$ cat src/rtl/camera64x64_frame_reader.sv
// Host-side SPI master for the 64x64 camera: trigger burst, wait for INT, read one
// frame and stream its bytes out. States: IDLE idle | TRIG trigger burst |
// WAIT_INT wait for camera | READ frame burst | FIN done pulse | ERR timeout pulse.
module camera64x64_frame_reader #(
  parameter int          CLK_DIV    = 4,
  parameter int          TRIG_BYTES = 1,
  parameter int          NPIX       = 4096,
  parameter logic [31:0] TIMEOUT    = 32'd480000
) (
  input  logic       CLK,
  input  logic       RST,
  input  logic       START,
  input  logic       INT,
  input  logic       MISO,
  output logic       SCLK,
  output logic       CS_N,
  output logic [7:0] PIX_DATA,
  output logic       PIX_VALID,
  output logic       PIX_LAST,
  output logic       BUSY,
  output logic       DONE,
  output logic       TIMEOUT_ERR
);

  localparam int DW         = (CLK_DIV > 1) ? $clog2(CLK_DIV) : 1;
  localparam int TRIG_EDGES = 16 * TRIG_BYTES;
  localparam int READ_EDGES = 16 * NPIX;
  localparam int MAX_EDGES  = (TRIG_EDGES > READ_EDGES) ? TRIG_EDGES : READ_EDGES;
  localparam int EW         = $clog2(MAX_EDGES + 1);
  localparam int PW         = $clog2(NPIX + 1);

  typedef enum logic [2:0] {IDLE, TRIG, WAIT_INT, READ, FIN, ERR} state_t;

  state_t          state;
  logic            int_meta;
  logic            int_s;
  logic [DW-1:0]   div_cnt;
  logic [EW-1:0]   edge_cnt;
  logic [EW-1:0]   edge_lim;
  logic [2:0]      bit_cnt;
  logic [7:0]      sreg;
  logic            byte_done;
  logic [PW-1:0]   pix_cnt;
  logic [31:0]     tmo_cnt;

  assign edge_lim = (state == TRIG) ? EW'(TRIG_EDGES) : EW'(READ_EDGES);

  always_ff @(posedge CLK or posedge RST) begin
    if (RST) begin
      int_meta <= 1'b0;
      int_s    <= 1'b0;
    end else begin
      int_meta <= INT;
      int_s    <= int_meta;
    end
  end

  always_ff @(posedge CLK or posedge RST) begin
    if (RST) begin
      state       <= IDLE;
      SCLK        <= 1'b0;
      CS_N        <= 1'b1;
      PIX_DATA    <= 8'h00;
      PIX_VALID   <= 1'b0;
      PIX_LAST    <= 1'b0;
      BUSY        <= 1'b0;
      DONE        <= 1'b0;
      TIMEOUT_ERR <= 1'b0;
      div_cnt     <= '0;
      edge_cnt    <= '0;
      bit_cnt     <= '0;
      sreg        <= '0;
      byte_done   <= 1'b0;
      pix_cnt     <= '0;
      tmo_cnt     <= '0;
    end else begin
      PIX_VALID   <= 1'b0;
      PIX_LAST    <= 1'b0;
      DONE        <= 1'b0;
      TIMEOUT_ERR <= 1'b0;
      byte_done   <= 1'b0;

      if (byte_done) begin
        PIX_DATA  <= sreg;
        PIX_VALID <= 1'b1;
        PIX_LAST  <= (pix_cnt == PW'(NPIX - 1));
        pix_cnt   <= pix_cnt + 1'b1;
      end

      case (state)
        IDLE: begin
          if (START) begin
            state    <= TRIG;
            CS_N     <= 1'b0;
            BUSY     <= 1'b1;
            SCLK     <= 1'b0;
            div_cnt  <= '0;
            edge_cnt <= '0;
            bit_cnt  <= '0;
            pix_cnt  <= '0;
          end
        end

        TRIG, READ: begin
          if (div_cnt == DW'(CLK_DIV - 1)) begin
            div_cnt <= '0;
            // Extra half-period after the last falling edge before CS_N rises.
            if (edge_cnt == edge_lim) begin
              CS_N     <= 1'b1;
              edge_cnt <= '0;
              if (state == TRIG) begin
                state   <= WAIT_INT;
                tmo_cnt <= '0;
              end else begin
                state <= FIN;
                DONE  <= 1'b1;
              end
            end else begin
              SCLK     <= ~SCLK;
              edge_cnt <= edge_cnt + 1'b1;
              if (!SCLK) begin
                sreg    <= {sreg[6:0], MISO};
                bit_cnt <= bit_cnt + 3'd1;
                if (bit_cnt == 3'd7 && state == READ)
                  byte_done <= 1'b1;
              end
            end
          end else begin
            div_cnt <= div_cnt + 1'b1;
          end
        end

        WAIT_INT: begin
          // A synchronised INT takes priority over the terminal count.
          if (int_s) begin
            state    <= READ;
            CS_N     <= 1'b0;
            tmo_cnt  <= '0;
            div_cnt  <= '0;
            edge_cnt <= '0;
            bit_cnt  <= '0;
          end else if (tmo_cnt == TIMEOUT - 32'd1) begin
            state       <= ERR;
            TIMEOUT_ERR <= 1'b1;
            tmo_cnt     <= '0;
          end else begin
            tmo_cnt <= tmo_cnt + 32'd1;
          end
        end

        FIN, ERR: begin
          state <= IDLE;
          BUSY  <= 1'b0;
        end

        default: begin
          state <= IDLE;
          BUSY  <= 1'b0;
          CS_N  <= 1'b1;
          SCLK  <= 1'b0;
        end
      endcase
    end
  end

endmodule

$ cat config.mk
export PLATFORM = sky130hd
export DESIGN_NAME = camera64x64_frame_reader
export DESIGN_NICKNAME = d
export VERILOG_FILES = /design/src/rtl/camera64x64_frame_reader.sv
export SDC_FILE = /design/constraint.sdc
export NUM_CORES = 1
export LEC_CHECK = 0
export CAP_MARGIN = 20
export CORE_UTILIZATION = 30
export CTS_CLUSTER_SIZE = 10
export DETAILED_ROUTE_END_ITERATION = 12
export PLACE_DENSITY = 0.52
export SYNTH_ARGS = -nofsm -noshare
export SYNTH_HDL_FRONTEND = slang
export SYNTH_SLANG_ARGS = --single-unit
$ cat constraint.sdc
create_clock -name CLK -period 8.7 [get_ports CLK]
set_input_delay 2.61 -clock CLK [delete_from_list [all_inputs] [get_ports CLK]]
set_output_delay 2.61 -clock CLK [all_outputs]
set_load 0.005 [all_outputs]
==> impl_metrics.csv <==
group,metric,value,unit
setup_path,cp-end-kind,"flop",
pwr,p_leak,2.41,nW
grt,grt_max_degree,80,
timing,fin_tns_setup,0,ps
setup_path,cp_data_arrival_time,4290,ps
clock_tree,root_buffer,"clkbuf_16",
clock_tree,clkTransAtPathRegs,70,ps
floorplan,die-area,0.0173,mm²
floorplan,rows,46,
timing,fin_crit_sh,0.470,
routing,first_pass_iters,4,
clock_tree,cts.path.max_buffers,2,
clock_tree,hold_buffers,0,
logic_synthesis,synth-main-ff-cell,"dfrtp_1",
layout,diodes,0,
logic_synthesis,ys_ff_latch,96,
layout,drive_gt1_frac,0.129,
floorplan,die_h,131,µm
floorplan,core,0.0161,mm²
grt,grt.overflow.total,0,
timing,fin_ws,4610,ps
logic_synthesis,synth_top_area_frac,0.473,
grt,antenna_found_initial,0,
pwr,combPwrFrac,0.196,
timing,worst_pin_slew,893,ps
routing,wl_per_cell,14.9,µm
logic_synthesis,synth_edf_count,0,
logic_synthesis,syn_avg_cell_area,10.1,µm²
timing,finalWorstPathRequiredPeriod,4090,ps
pwr,seqPwrFrac,0.472,
setup_path,cp_slowest_stage_delay,700,ps
logic_synthesis,ys_seq_area_frac,0.479,
routing,drtIter0Drc,243,
grt,grt_pass1_vias,3721,
setup_path,critPathBufInv,1,
pwr,power_density,213,mW/mm²
pwr,switching_share,0.318,
pwr,pwr-share-clk,0.332,
pwr,ir_worst_vdd,0.0000977,V
logic_synthesis,synth_fp_nets,507,
clock_tree,clock_latency,360,ps
logic_synthesis,synth_cells,495,
routing,vias,3860,
logic_synthesis,synthTopCellsByArea,"dfrtp_1 (47%), mux2_2 (4.0%), xor2_1 (3.8%)",
timing,hold_viol_final,0,
logic_synthesis,post-synth-top-area-cell,"dfrtp_1",
timing,slew_headroom,0.403,
pwr,p_sw,0.000389,W
routing,drc,0,
floorplan,die_x,131,µm
setup_path,critPathLaunchType,"primary input",
setup_path,critPathTopFamily,"simple AND/OR/NAND/NOR gates",
floorplan,initial_core_util,0.312,
pwr,total_power,0.00122,W
timing,skew,4.91,ps
layout,final_core_util,0.356,
timing,final_max_slew_viol_count,0,
clock_tree,postCtsSetupBuffers,0,
place,dp_hpwl,7050,µm
place,port_buffers,19,
setup_path,cpMaxStageDelayCell,"nor2_1",
job,cap_violations,0,
timing,max_freq,245,MHz
clock_tree,clock-sinks,96,
layout,final_net_count,518,
logic_synthesis,synth.cell_area,0.00502,mm²
place,place_ws,3620,ps
hold_path,hold_path.class,"flop to flop",
pwr,p_int,0.000834,W
grt,grtUsageTotal,0.132,
setup_path,crit_required,8910,ps
timing,final.hold.worst_slack,354,ps
grt,grt_pass1_wl,18700,µm
routing,ant_nets,0,
clock_tree,cts_tree,"yes",
run_status,status,"finished clean",
layout,area_growth,14.1,%
setup_path,path_cells,"clkdlybuf4s50_1, mux2i_1, nand2_1, nand2_1, nor2_1, nor2_1",
clock_tree,cts_resized,0,
layout,nFillCells,1638,
routing,viasPerCell,5.31,
logic_synthesis,yosysUniqueCellTypes,63,
place,routabilityCongestion,0.745,
logic_synthesis,synth_warnings,0,
timing,rsz0062_at_grt,"false",
routing,finalWirelength,10900,µm
setup_path,path_class,"primary input to flop",
logic_synthesis,async_reset_ff_frac,1.00,
clock_tree,htreeDepth,3,
clock_tree,cts_buffers,9,
timing,setup_violations,0,
setup_path,cp_max_fo,14,
floorplan,pin_count,20,
logic make-up (layout without fill, tap and decap cells):
| family | Yosys count | count (layout) | synth area share |
|---|---|---|---|
| simple gates | 222 | 222 | 0.244 |
| flops | 96 | 96 | 0.479 |
| compound gates | 86 | 86 | 0.132 |
| buf+inv | 38 | 54 | 0.0371 |
| xor+xnor | 23 | 23 | 0.0401 |
| mux | 23 | 23 | 0.0503 |
| fa+ha+maj | 7 | 7 | 0.0174 |
worst reg2reg max path, cell delays in order (launching register included):
cell	delay [ps]
dfrtp_1	560
nor3b_2	310
mux2i_1	390
o21ai_0	250
nor3_1	560
mux2_2	410
per-layer routing:
metal | share of wire | track usage
met1 | 0.50 | 0.177
met5 | 0 | 0
met2 | 0.46 | 0.208
met3 | 0.025 | 0.0189
met4 | 0.021 | 0.0633
cell usage after synthesis (9+ instances only):
cell type	number
or4_1	9
nand2_1	34
inv_1	12
a22oi_1	12
nor3_1	16
nor4_1	12
mux2_2	18
nor2_1	41
nand3_1	31
or3_1	10
nand4_1	19
o31ai_1	12
and3_1	11
xor2_1	22
dfrtp_1	95
o21ai_0	15
area by class of cell:
class / count / area [µm²] / share of cell area
clock buffer: 9 / 225 / 0.0393
multi-input combinational: 361 / 2440 / 0.425
clock inverter: 7 / 78.8 / 0.0138
timing repair buffer: 26 / 269 / 0.0469
inverter: 12 / 47.5 / 0.00830
sequential: 96 / 2400 / 0.419
tap: 216 / 270 / 0.0472
power groups by stage:
stage / logic (W) / clock network, W / registers, W
6_report: 0.000240 / 0.000405 / 0.000577
5_1_grt: 0.000272 / 0.000434 / 0.000589
4_1_cts: 0.000234 / 0.000419 / 0.000577
3_5_place_dp: 0.000233 / 0 / 0.000585
3_3_place_gp: 0.000226 / 0 / 0.000582
2_1_floorplan: 0.000194 / 0 / 0.000564
through the flow:
step	area, µm²	cells
floorplan	5020	495
global placement	5370	707
detailed placement	5370	707
CTS	5670	723
global route	5730	727
finish	5730	727
path summary, 6_finish.rpt:
| kind | from | end | slack [ps] | cells after the start |
|---|---|---|---|---|
| max | START | edge_cnt[9] | 4610 | 6 |
| min | int_meta | int_s | 350 | 0 |
| max reg2reg | state[1] | sreg[0] | 6100 | 5 |
| min reg2reg | int_meta | int_s | 350 | 0 |
| max in group asynchronous | RST | CS_N | 5080 | 4 |
| min in group asynchronous | RST | PIX_DATA[3] | 2520 | 2 |
registers in the layout (all words and copies together) (netlist names):
signal,flops
byte_done,1
edge_cnt,17
int_s,1
PIX_DATA,8
bit_cnt,3
SCLK,1
tmo_cnt,32
div_cnt,2
state,3
DONE,1
TIMEOUT_ERR,1
BUSY,1
sreg,8
pix_cnt,13
PIX_LAST,1
int_meta,1
PIX_VALID,1
CS_N,1
layout by cell type, fill, tap and decap left out, types with 11 or more instances in the layout:
| master | instances |
|---|---|
| nor3_1 | 16 |
| nand2_1 | 34 |
| and3_1 | 11 |
| a22oi_1 | 12 |
| dfrtp_1 | 95 |
| xor2_1 | 22 |
| nand3_1 | 31 |
| nor2_1 | 41 |
| inv_1 | 11 |
| clkdlybuf4s50_1 | 19 |
| mux2_2 | 18 |
| o21ai_0 | 15 |
| nand4_1 | 19 |
| nor4_1 | 12 |
| o31ai_1 | 12 |
Note: power is estimated with default switching activity, not from simulation.
